## config.mk

```make
export PLATFORM = sky130hd
export DESIGN_NAME = decode_stage
export DESIGN_NICKNAME = d
export VERILOG_FILES = /design/src/rtl/riscv_pkg.sv /design/src/rtl/imm_gen.sv /design/src/rtl/decode_stage.sv
export SDC_FILE = /design/constraint.sdc
export NUM_CORES = 1
export LEC_CHECK = 0
export ABC_AREA = 1
export BUFFER_PORTS_ARGS = -buffer_cell sky130_fd_sc_hd__buf_2
export CORE_UTILIZATION = 43
export DETAILED_ROUTE_END_ITERATION = 12
export PLACE_DENSITY = 0.86
export SLEW_MARGIN = 25
export SYNTH_ARGS = -nofsm -noshare
export SYNTH_HDL_FRONTEND = slang
export SYNTH_SLANG_ARGS = --single-unit
export TNS_END_PERCENT = 1
```

## constraint.sdc

```tcl
create_clock -name clk -period 2.1 [get_ports clk]
set_input_delay 0.63 -clock clk [delete_from_list [all_inputs] [get_ports clk]]
set_output_delay 0.63 -clock clk [all_outputs]
set_load 0.01 [all_outputs]
```

## src/rtl/riscv_pkg.sv

```systemverilog
// Shared RV32I decode definitions: opcodes, ALU op encodings, control bundle
// and the immediate-format lookup used by imm_gen.
package riscv_pkg;

    localparam int NREGADDR = 5;

    localparam logic [6:0] OPC_OP     = 7'b0110011;
    localparam logic [6:0] OPC_OP_IMM = 7'b0010011;
    localparam logic [6:0] OPC_LOAD   = 7'b0000011;
    localparam logic [6:0] OPC_STORE  = 7'b0100011;
    localparam logic [6:0] OPC_BRANCH = 7'b1100011;
    localparam logic [6:0] OPC_JAL    = 7'b1101111;
    localparam logic [6:0] OPC_JALR   = 7'b1100111;
    localparam logic [6:0] OPC_LUI    = 7'b0110111;
    localparam logic [6:0] OPC_AUIPC  = 7'b0010111;

    localparam logic [3:0] ALU_ADD = 4'b0000;
    localparam logic [2:0] F3_SR   = 3'b101;

    typedef struct packed {
        logic src_a_pc;
        logic src_b_imm;
        logic mem_rd;
        logic mem_wr;
        logic reg_wr;
        logic branch;
        logic jump;
    } id_ctrl_t;

    typedef enum logic [2:0] {
        IMM_NONE, IMM_I, IMM_S, IMM_B, IMM_U, IMM_J
    } imm_fmt_e;

    function automatic imm_fmt_e imm_fmt(input logic [6:0] opc);
        case (opc)
            OPC_OP_IMM, OPC_LOAD, OPC_JALR: imm_fmt = IMM_I;
            OPC_STORE:                      imm_fmt = IMM_S;
            OPC_BRANCH:                     imm_fmt = IMM_B;
            OPC_LUI, OPC_AUIPC:             imm_fmt = IMM_U;
            OPC_JAL:                        imm_fmt = IMM_J;
            default:                        imm_fmt = IMM_NONE;
        endcase
    endfunction

endpackage

```

## src/rtl/imm_gen.sv

```systemverilog
// Combinational RV32I immediate generator; format is chosen from the opcode,
// result sign-extended from instr[31] to NBITS.
module imm_gen
    import riscv_pkg::*;
#(
    parameter int NBITS = 32
) (
    input  logic [31:0]      instr,
    output logic [NBITS-1:0] imm
);

    logic [31:0] imm32;

    always_comb begin
        imm32 = '0;
        case (imm_fmt(instr[6:0]))
            IMM_I:   imm32 = {{20{instr[31]}}, instr[31:20]};
            IMM_S:   imm32 = {{20{instr[31]}}, instr[31:25], instr[11:7]};
            IMM_B:   imm32 = {{19{instr[31]}}, instr[31], instr[7], instr[30:25], instr[11:8], 1'b0};
            IMM_U:   imm32 = {instr[31:12], 12'b0};
            IMM_J:   imm32 = {{11{instr[31]}}, instr[31], instr[19:12], instr[20], instr[30:21], 1'b0};
            default: imm32 = '0;
        endcase
    end

    assign imm = NBITS'($signed(imm32));

endmodule

```

## src/rtl/decode_stage.sv

```systemverilog
// RV32I decode stage: register read, immediate/control decode, load-use stall
// and ID/EX register. Define DECODE_ILLEGAL_EN to pass unsupported opcodes on as traps.
module decode_stage
    import riscv_pkg::*;
#(
    parameter int NBITS    = 32,
    parameter int NREGADDR = riscv_pkg::NREGADDR
) (
    input  logic                clk,
    input  logic                rst,
    input  logic                if_valid,
    input  logic [31:0]         if_instr,
    input  logic [NBITS-1:0]    if_pc,
    output logic                id_ready,
    input  logic                ex_ready,
    input  logic                flush,
    output logic                rf_rd1,
    output logic                rf_rd2,
    output logic [NREGADDR-1:0] rf_add_rd1,
    output logic [NREGADDR-1:0] rf_add_rd2,
    input  logic [NBITS-1:0]    rf_out1,
    input  logic [NBITS-1:0]    rf_out2,
    output logic                id_valid,
    output logic [NBITS-1:0]    id_pc,
    output logic [NBITS-1:0]    id_rs1_data,
    output logic [NBITS-1:0]    id_rs2_data,
    output logic [NBITS-1:0]    id_imm,
    output logic [NREGADDR-1:0] id_rd,
    output logic [3:0]          id_alu_op,
`ifdef DECODE_ILLEGAL_EN
    output logic                id_illegal,
`endif
    output logic [6:0]          id_ctrl
);

    typedef struct packed {
        logic                valid;
        logic [NBITS-1:0]    pc;
        logic [NBITS-1:0]    rs1_data;
        logic [NBITS-1:0]    rs2_data;
        logic [NBITS-1:0]    imm;
        logic [NREGADDR-1:0] rd;
        logic [3:0]          alu_op;
        id_ctrl_t            ctrl;
    } idex_t;

    idex_t idex_q, idex_d, dec;

    logic [6:0]          opcode;
    logic [2:0]          funct3;
    logic [NREGADDR-1:0] rs1, rs2, rd;
    logic [NBITS-1:0]    imm;
    logic                use1, use2, wr_op, legal, hazard, upd, take;
    logic [3:0]          alu_op;
    id_ctrl_t            ctrl;

    assign opcode = if_instr[6:0];
    assign funct3 = if_instr[14:12];
    assign rs1    = NREGADDR'(if_instr[19:15]);
    assign rs2    = NREGADDR'(if_instr[24:20]);
    assign rd     = NREGADDR'(if_instr[11:7]);

    imm_gen #(.NBITS(NBITS)) u_imm_gen (
        .instr (if_instr),
        .imm   (imm)
    );

    always_comb begin
        ctrl   = '0;
        use1   = 1'b0;
        use2   = 1'b0;
        wr_op  = 1'b0;
        legal  = 1'b1;
        alu_op = ALU_ADD;
        case (opcode)
            OPC_OP: begin
                use1 = 1'b1; use2 = 1'b1; wr_op = 1'b1;
                alu_op = {if_instr[30], funct3};
            end
            OPC_OP_IMM: begin
                use1 = 1'b1; wr_op = 1'b1; ctrl.src_b_imm = 1'b1;
                // bit 30 of an I-immediate only selects SRA vs SRL
                alu_op = {(funct3 == F3_SR) & if_instr[30], funct3};
            end
            OPC_LOAD: begin
                use1 = 1'b1; wr_op = 1'b1;
                ctrl.src_b_imm = 1'b1; ctrl.mem_rd = 1'b1;
            end
            OPC_STORE: begin
                use1 = 1'b1; use2 = 1'b1;
                ctrl.src_b_imm = 1'b1; ctrl.mem_wr = 1'b1;
            end
            OPC_BRANCH: begin
                use1 = 1'b1; use2 = 1'b1; ctrl.branch = 1'b1;
                alu_op = {1'b0, funct3};
            end
            OPC_JAL: begin
                wr_op = 1'b1; ctrl.jump = 1'b1;
                ctrl.src_a_pc = 1'b1; ctrl.src_b_imm = 1'b1;
            end
            OPC_JALR: begin
                use1 = 1'b1; wr_op = 1'b1;
                ctrl.jump = 1'b1; ctrl.src_b_imm = 1'b1;
            end
            OPC_LUI: begin
                wr_op = 1'b1; ctrl.src_b_imm = 1'b1;
            end
            OPC_AUIPC: begin
                wr_op = 1'b1; ctrl.src_a_pc = 1'b1; ctrl.src_b_imm = 1'b1;
            end
            default: legal = 1'b0;
        endcase
        ctrl.reg_wr = wr_op && (rd != '0);
    end

    // Unused ports read x0, which also gives LUI its zero rs1 operand
    assign rf_rd1     = use1;
    assign rf_rd2     = use2;
    assign rf_add_rd1 = use1 ? rs1 : '0;
    assign rf_add_rd2 = use2 ? rs2 : '0;

    assign hazard = if_valid && idex_q.valid && idex_q.ctrl.mem_rd && (idex_q.rd != '0) &&
                    ((use1 && rs1 == idex_q.rd) || (use2 && rs2 == idex_q.rd));
    assign upd    = !idex_q.valid || ex_ready;
    assign take   = if_valid && !hazard;

    always_comb begin
        dec          = '0;
        dec.valid    = 1'b1;
        dec.pc       = if_pc;
        dec.rs1_data = rf_out1;
        dec.rs2_data = rf_out2;
        dec.imm      = imm;
        dec.rd       = ctrl.reg_wr ? rd : '0;
        dec.alu_op   = legal ? alu_op : ALU_ADD;
        dec.ctrl     = ctrl;

        idex_d = idex_q;
        if (flush) begin
            idex_d = '0;
        end else if (upd) begin
`ifdef DECODE_ILLEGAL_EN
            idex_d = take ? dec : '0;
`else
            idex_d = (take && legal) ? dec : '0;
`endif
        end
    end

    always_ff @(posedge clk or negedge rst) begin
        if (!rst) idex_q <= '0;
        else      idex_q <= idex_d;
    end

`ifdef DECODE_ILLEGAL_EN
    logic illegal_q, illegal_d;

    always_comb begin
        illegal_d = illegal_q;
        if (flush)    illegal_d = 1'b0;
        else if (upd) illegal_d = take && !legal;
    end

    always_ff @(posedge clk or negedge rst) begin
        if (!rst) illegal_q <= 1'b0;
        else      illegal_q <= illegal_d;
    end

    assign id_illegal = illegal_q;
`endif

    assign id_ready    = rst && (flush || (upd && !hazard));
    assign id_valid    = idex_q.valid;
    assign id_pc       = idex_q.pc;
    assign id_rs1_data = idex_q.rs1_data;
    assign id_rs2_data = idex_q.rs2_data;
    assign id_imm      = idex_q.imm;
    assign id_rd       = idex_q.rd;
    assign id_alu_op   = idex_q.alu_op;
    assign id_ctrl     = idex_q.ctrl;

endmodule

```

# Word-level counts from Yosys, hierarchy flattened
# Index checks and enable logic that the tools add are counted.
# W data, S select, Z words.
[classes]
n_eq_ne = 17
n_mux = 20
bitwise_logic = 1
n_reduce_logical = 28
[op_table]
columns = ["cell", "count"]
rows = [
  ["$mux W145", 3],
  ["$pmux W32 S5", 1],
  ["$eq A7 B6 Y1 const B", 3],
  ["$eq A7 B7 Y1 const B", 3],
  ["$mux W5", 3],
  ["$pmux W3 S5", 1],
  ["$eq A7 B5 Y1 const B", 2],
  ["$reduce_or A7 Y1", 2],
  ["$pmux W4 S3", 1],
  ["$logic_and A1 B1 Y1", 11],
  ["$eq A5 B5 Y1", 2],
  ["$mux W1", 10],
  ["$reduce_bool A5 Y1", 2],
  ["$eq A3 B3 Y1 const B", 3],
  ["$reduce_or A9 Y1", 1],
  ["$eq A7 B2 Y1 const B", 1],
  ["$eq A3 B2 Y1 const B", 2],
  ["$reduce_or A2 Y1", 3],
  ["$reduce_or A3 Y1", 2],
  ["$reduce_or A6 Y1", 1],
  ["$mux W4", 1],
  ["$eq A3 B1 Y1 const B", 1],
  ["$logic_or A1 B1 Y1", 3],
  ["$logic_not A1 Y1", 2],
  ["other kinds (2)", 2],
]
[word_totals]
register_bits = 145
out_inout_bits = 158

# Logic depth before layout (Yosys ltp)
[depth]
depth_word = 12
ltp_mapped = 13

# Cells and area by module
# Synthesis repeated with hierarchy kept, for this count alone.
[unflattened]
cells_unflattened = 916
area_unflattened_um2 = 7019.2
[modules_own_cells]
columns = ["module", "n_inst", "cells_per_inst", "area_per_inst_um2", "seq_area_each_um2"]
rows = [
  ["decode_stage", 1, 754, 6279.8, 3628.5],
  ["imm_gen", 1, 162, 739.5, 0.0],
]

# Worst setup path before layout
# OpenSTA, ideal clock, no wires.
[synth_path]
path_kind = "input-to-output"
from = "input port if_instr[1]"
to = "output port id_ready"
arrival_time_ps = 1665
required_time_ps = 1470
path_slack_ps = -195
stages = 9
n_path_buf = 0
path_cell_list = "nand2_1 > inv_2 > nand2_2 > a21oi_4 > nor2_4 > nor2_1 > nand2_1 > o211ai_1 > inv_1"
[synth_via]
elab_chain_cells = 10
word_cells_on_any_way = 18
cone_classes = "6 x eq/ne; 2 x mux; 10 x reduce/logical"
[synth_rtl]
columns = ["element", "line_no", "source"]
rows = [
  ["start: declaration", "decode_stage.sv:12", "input logic [31:0] if_instr,"],
  ["$eq A7 B6 Y1 / $eq A7 B7 Y1 (equally long branches)", "decode_stage.sv:75", "case (opcode)"],
  ["$reduce_or A3 Y1 (no source line) (*)", "-", ""],
  ["$mux W1 (*)", "decode_stage.sv:75", ""],
  ["net rf_rd2", "decode_stage.sv:18", "output logic rf_rd2,"],
  ["$logic_and A1 B1 Y1 (*)", "decode_stage.sv:123", "((use1 && rs1 == idex_q.rd) || (use2 && rs2 == idex_q.rd));"],
  ["$logic_or A1 B1 Y1 (*)", "decode_stage.sv:123", ""],
  ["$logic_and A1 B1 Y1 (*)", "decode_stage.sv:122", "assign hazard = if_valid && idex_q.valid && idex_q.ctrl.mem_rd && (idex_q.rd != '0) &&"],
  ["$logic_not A1 Y1 (*)", "decode_stage.sv:172", "assign id_ready = rst && (flush || (upd && !hazard));"],
  ["$logic_and A1 B1 Y1 (*)", "decode_stage.sv:172", ""],
  ["$logic_or A1 B1 Y1 (*)", "decode_stage.sv:172", ""],
  ["$logic_and A1 B1 Y1 (*)", "decode_stage.sv:172", ""],
  ["end: declaration", "decode_stage.sv:14", "output logic id_ready,"],
]
# Mark *: on every way through the listed nets, which the timed path passes. The rest lies on a longest branch.

# Worst setup path after layout
[layout_path]
from = "input port if_instr[6]"
to = "output port id_ready"
[layout_via]
elab_chain_cells = 10
word_cells_on_any_way = 18
cone_classes = "6 x eq/ne; 2 x mux; 10 x reduce/logical"
[layout_rtl]
columns = ["element", "line_no"]
rows = [
  ["$eq A7 B6 Y1 (tied with other cells)", "decode_stage.sv:75"],
  ["$reduce_or A6 Y1 (no source line) / $reduce_or A3 Y1 (equally long branches)", "-"],
  ["$mux W1", "decode_stage.sv:75"],
  ["$logic_and A1 B1 Y1", "decode_stage.sv:123"],
  ["$logic_or A1 B1 Y1 (*)", "decode_stage.sv:123"],
  ["$logic_and A1 B1 Y1 (*)", "decode_stage.sv:122"],
  ["$logic_not A1 Y1 (*)", "decode_stage.sv:172"],
  ["$logic_and A1 B1 Y1 (*)", "decode_stage.sv:172"],
  ["$logic_or A1 B1 Y1 (*)", "decode_stage.sv:172"],
  ["$logic_and A1 B1 Y1 (*)", "decode_stage.sv:172"],
]
# Mark *: on every way between the ends. The rest lies on a longest branch, timed or not.

==> results by group <==
Setup path
  • CP endpoint: id_ready
  • FF-to-FF path depth: 15
  • Critical Path Max Stage Delay: approximately 240 ps
  • Worst EP required: 1470 ps
  • FF-to-FF setup slack: -360 ps
  • Critical path endpoint category: primary output
  • Crit path cell chain: buf_2 -> nor2_4 -> nand2_2 -> a21oi_4 -> nand3_1 -> nand2_1 -> nand2_2 -> o211ai_1 -> inv_1 -> buf_2
  • Crit path launch: if_instr[6]
  • Slowest stage cell, crit path: a21oi_4
  • CP Launch Type: input port
  • FF-to-FF Start: id_rd[0]
  • Worst-path fanout max: 4
  • Critical Path AT: 1870 ps
  • Crit Path Class: in -> out
  • Reg-to-reg endpoint: id_rs1_data[11]

Timing
  • Fin. max-slew vios: 0
  • Final worst path period need: between 2000 and 3000 ps
  • Clock Skew: approximately 8.3 ps
  • Fmax: approximately 400 MHz
  • Worst slew pin tran: 725 ps
  • Slew headroom: about 52%
  • Final Cycle Share: 119%
  • WHS: between 300 and 400 ps
  • Setup ws final: -403 ps
  • Final Hold Fails: 0
  • Finish-stage setup viols: roughly 160
  • Unrepaired setup endpoints after global routing: true

Layout
  • Fillers: 1114
  • Area Overhead vs Synth: 44.0%
  • Nets@finish: around 1200
  • Most frequent cells in the layout: 288 x buf_2, 185 x nand2_1, 143 x dfrtp_1, 128 x inv_1, 90 x o21ai_2
  • Fin cells: between 1000 and 1500
  • Layout cell share with drive strength beyond 1: a little under half
  • Most common cell after layout, fill and taps aside: buf_2

Clock network
  • Clock root cell: clkbuf_16
  • Max Root-Sink Buffers: 2
  • # H-tree levels: 4
  • Clock-pin slew on the worst setup and hold paths: approximately 60 ps
  • CTS Sinks: roughly 150
  • Clk Latency, worst-skew pair: approximately 410 ps
  • CTS tree: done
  • Number of CTS-inserted buffers: 17

Floorplanning
  • Starting Density: 44.9%
  • Die X: approximately 130 um
  • Rows: between 40 and 50
  • Die area: ~16000 um^2
  • Chip height: 126 um
  • I/O pins: ~290
  • Std-Cell Core Area: ~15000 um^2

Global routing
  • Vias in the first global route: roughly 6200
  • Congestion Overflow GR: 0
  • First-pass GRT wire length: roughly 31000 um
  • Largest net degree at the start of global routing: around 60
  • Initial antenna violation count: 1
  • GRT Total Usage: about 25%

Synth
  • Post-synth top flop: dfrtp_1
  • Post-synthesis sequential area ratio: about 55%
  • YS warnings: 0
  • Synth Net Count: 860
  • Syn Inst Count: approximately 730
  • Synth Register Bits: 145
  • Post-synth ARST share: 100%
  • Mapped cell area: between 6000 and 7000 um^2
  • Post-synth EDFFs: 0
  • Count of different cell masters after synthesis: 29
  • Mean Syn Cell Area: roughly 9.1 um^2

Route
  • Antenna Violating Nets Remaining: 0
  • DR iter-0 viols: between 300 and 400
  • Vias/cell: 4.91
  • Final wirelength: between 15000 and 20000 um
  • Routed wire length per instance: about 15 um
  • DRC: 0
  • Via Count: 6252
  • First-pass DRT Iterations: 5

Placement
  • Post-Place Cells: between 1000 and 1500
  • Dpl ws: -356 ps
  • Hpwl dp: 14500 um
  • Port bufs: between 200 and 300
  • Gpl congestion: roughly 0.88

Power and ir drop
  • Sw Share: about 23%
  • Switching power: 1480 uW
  • Comb power frac: ~7%
  • Sequential fraction of design power: a little over two fifths
  • Power Total: 6550 uW
  • Power per cell area: a little under 700 nW/um^2
  • VDD IR max: about 0.56 mV
  • Static Leak: ~0.0055 uW
  • Clock power frac: between 50% and 60%
  • Internal power: 5070 uW

Status
  • Failing checks: negative setup slack
  • Status: finished with violations

Flow run
  • Max-cap violation count: 0

Worst hold path
  • Hold WC Path Type: in -> async
## stage by stage
step | cell area [um^2] | TNS (ps) | utilization, %
floorplan | 6630 | -147 | -
global placement | 8730 | -22000 | 59.2
detailed placement | 8730 | -32890 | 59.2
CTS | 9470 | -29500 | 64.2
global route | 9530 | -54240 | 64.6
finish | 9530 | -42920 | 64.6
## what timing repair did
| item | 4_1_cts | 5_1_grt |
|---|---|---|
| resized for setup | 17 | 18 |
| buffers inserted | 5 | 2 |
| hold buffers | 0 | 0 |
| pin swaps | 8 | 1 |
| setup endpoints to repair | 13 | 158 |
## how the worst min path moves through the flow
stage                     from  slack, ps         endpoint
2_1_floorplan              rst        330     id_alu_op[0]
3_5_place_dp    id_rs2_data[9]        460   id_rs2_data[9]
3_3_place_gp   id_rs1_data[29]        460  id_rs1_data[29]
4_1_cts                    rst        350         id_rd[1]
6_report                   rst        350       id_imm[11]
5_1_grt                    rst        370       id_imm[19]
## sequential cells by signal, indices dropped and copies added, names as in the netlist
signal	flops
id_alu_op	4
id_valid	1
id_rs2_data	32
id_imm	32
id_rd	5
id_ctrl	7
id_pc	32
id_rs1_data	32
## layer usage
layer	up-vias	routed length [um]	part of all wire [%]	GRT usage [%]
met5	-	0	0	0
met4	0	638	3.3	9.36
met3	54	1490	7.7	7.35
met2	299	9580	49	43.9
met1	2935	7690	40	29.3
li1	2964	-	-	-
## layout make-up
class,count,area (um^2),share of cell area [%]
sequential,145,3630,38.1
multi-input combinational,417,2370,24.8
timing repair buffer,361,2140,22.5
inverter,134,508,5.33
clock buffer,19,453,4.75
tap,184,230,2.42
clock inverter,13,195,2.05
antenna,1,2.50,0.0263
## cell usage after synthesis, types with 4 or more instances
cell	count	area share [%]
nand4_1	6	0.57
xor2_1	4	0.53
inv_1	128	7.3
nand2_1	188	11
a22oi_1	5	0.57
o21ai_2	89	12
nor2_1	19	1.1
inv_2	6	0.34
dfrtp_1	145	55
clkbuf_1	17	0.96
a21oi_1	22	1.7
buf_2	4	0.30
nand3_1	9	0.68
o21ai_0	11	0.83
buf_6	10	1.7
o21ai_1	40	3.0
## power by group through the flow
stage          combinational (uW)  sequential (uW)  clock (uW)
2_1_floorplan                 138             2880           0
3_3_place_gp                  432             2870           0
3_5_place_dp                  441             2870           0
4_1_cts                       447             2820        3330
5_1_grt                       497             2820        3450
6_report                      449             2820        3280
## worst max-delay path: cells and delay by family
| family | cells | cell delay (ps) |
|---|---|---|
| AND/OR/NAND/NOR | 5 | 470 |
| AO/OA/AOI/OAI | 2 | 410 |
| buffers and inverters | 3 | 340 |
## kinds of logic after synthesis
logic type	after synthesis	share of synthesized area [%]
XOR/XNOR	6	0.794
flip-flops	145	54.8
AND/OR/NAND/NOR	238	15.0
buffers and inverters	165	10.6
AO/OA/AOI/OAI	173	18.8
Note: power is estimated with default switching activity, not from simulation.
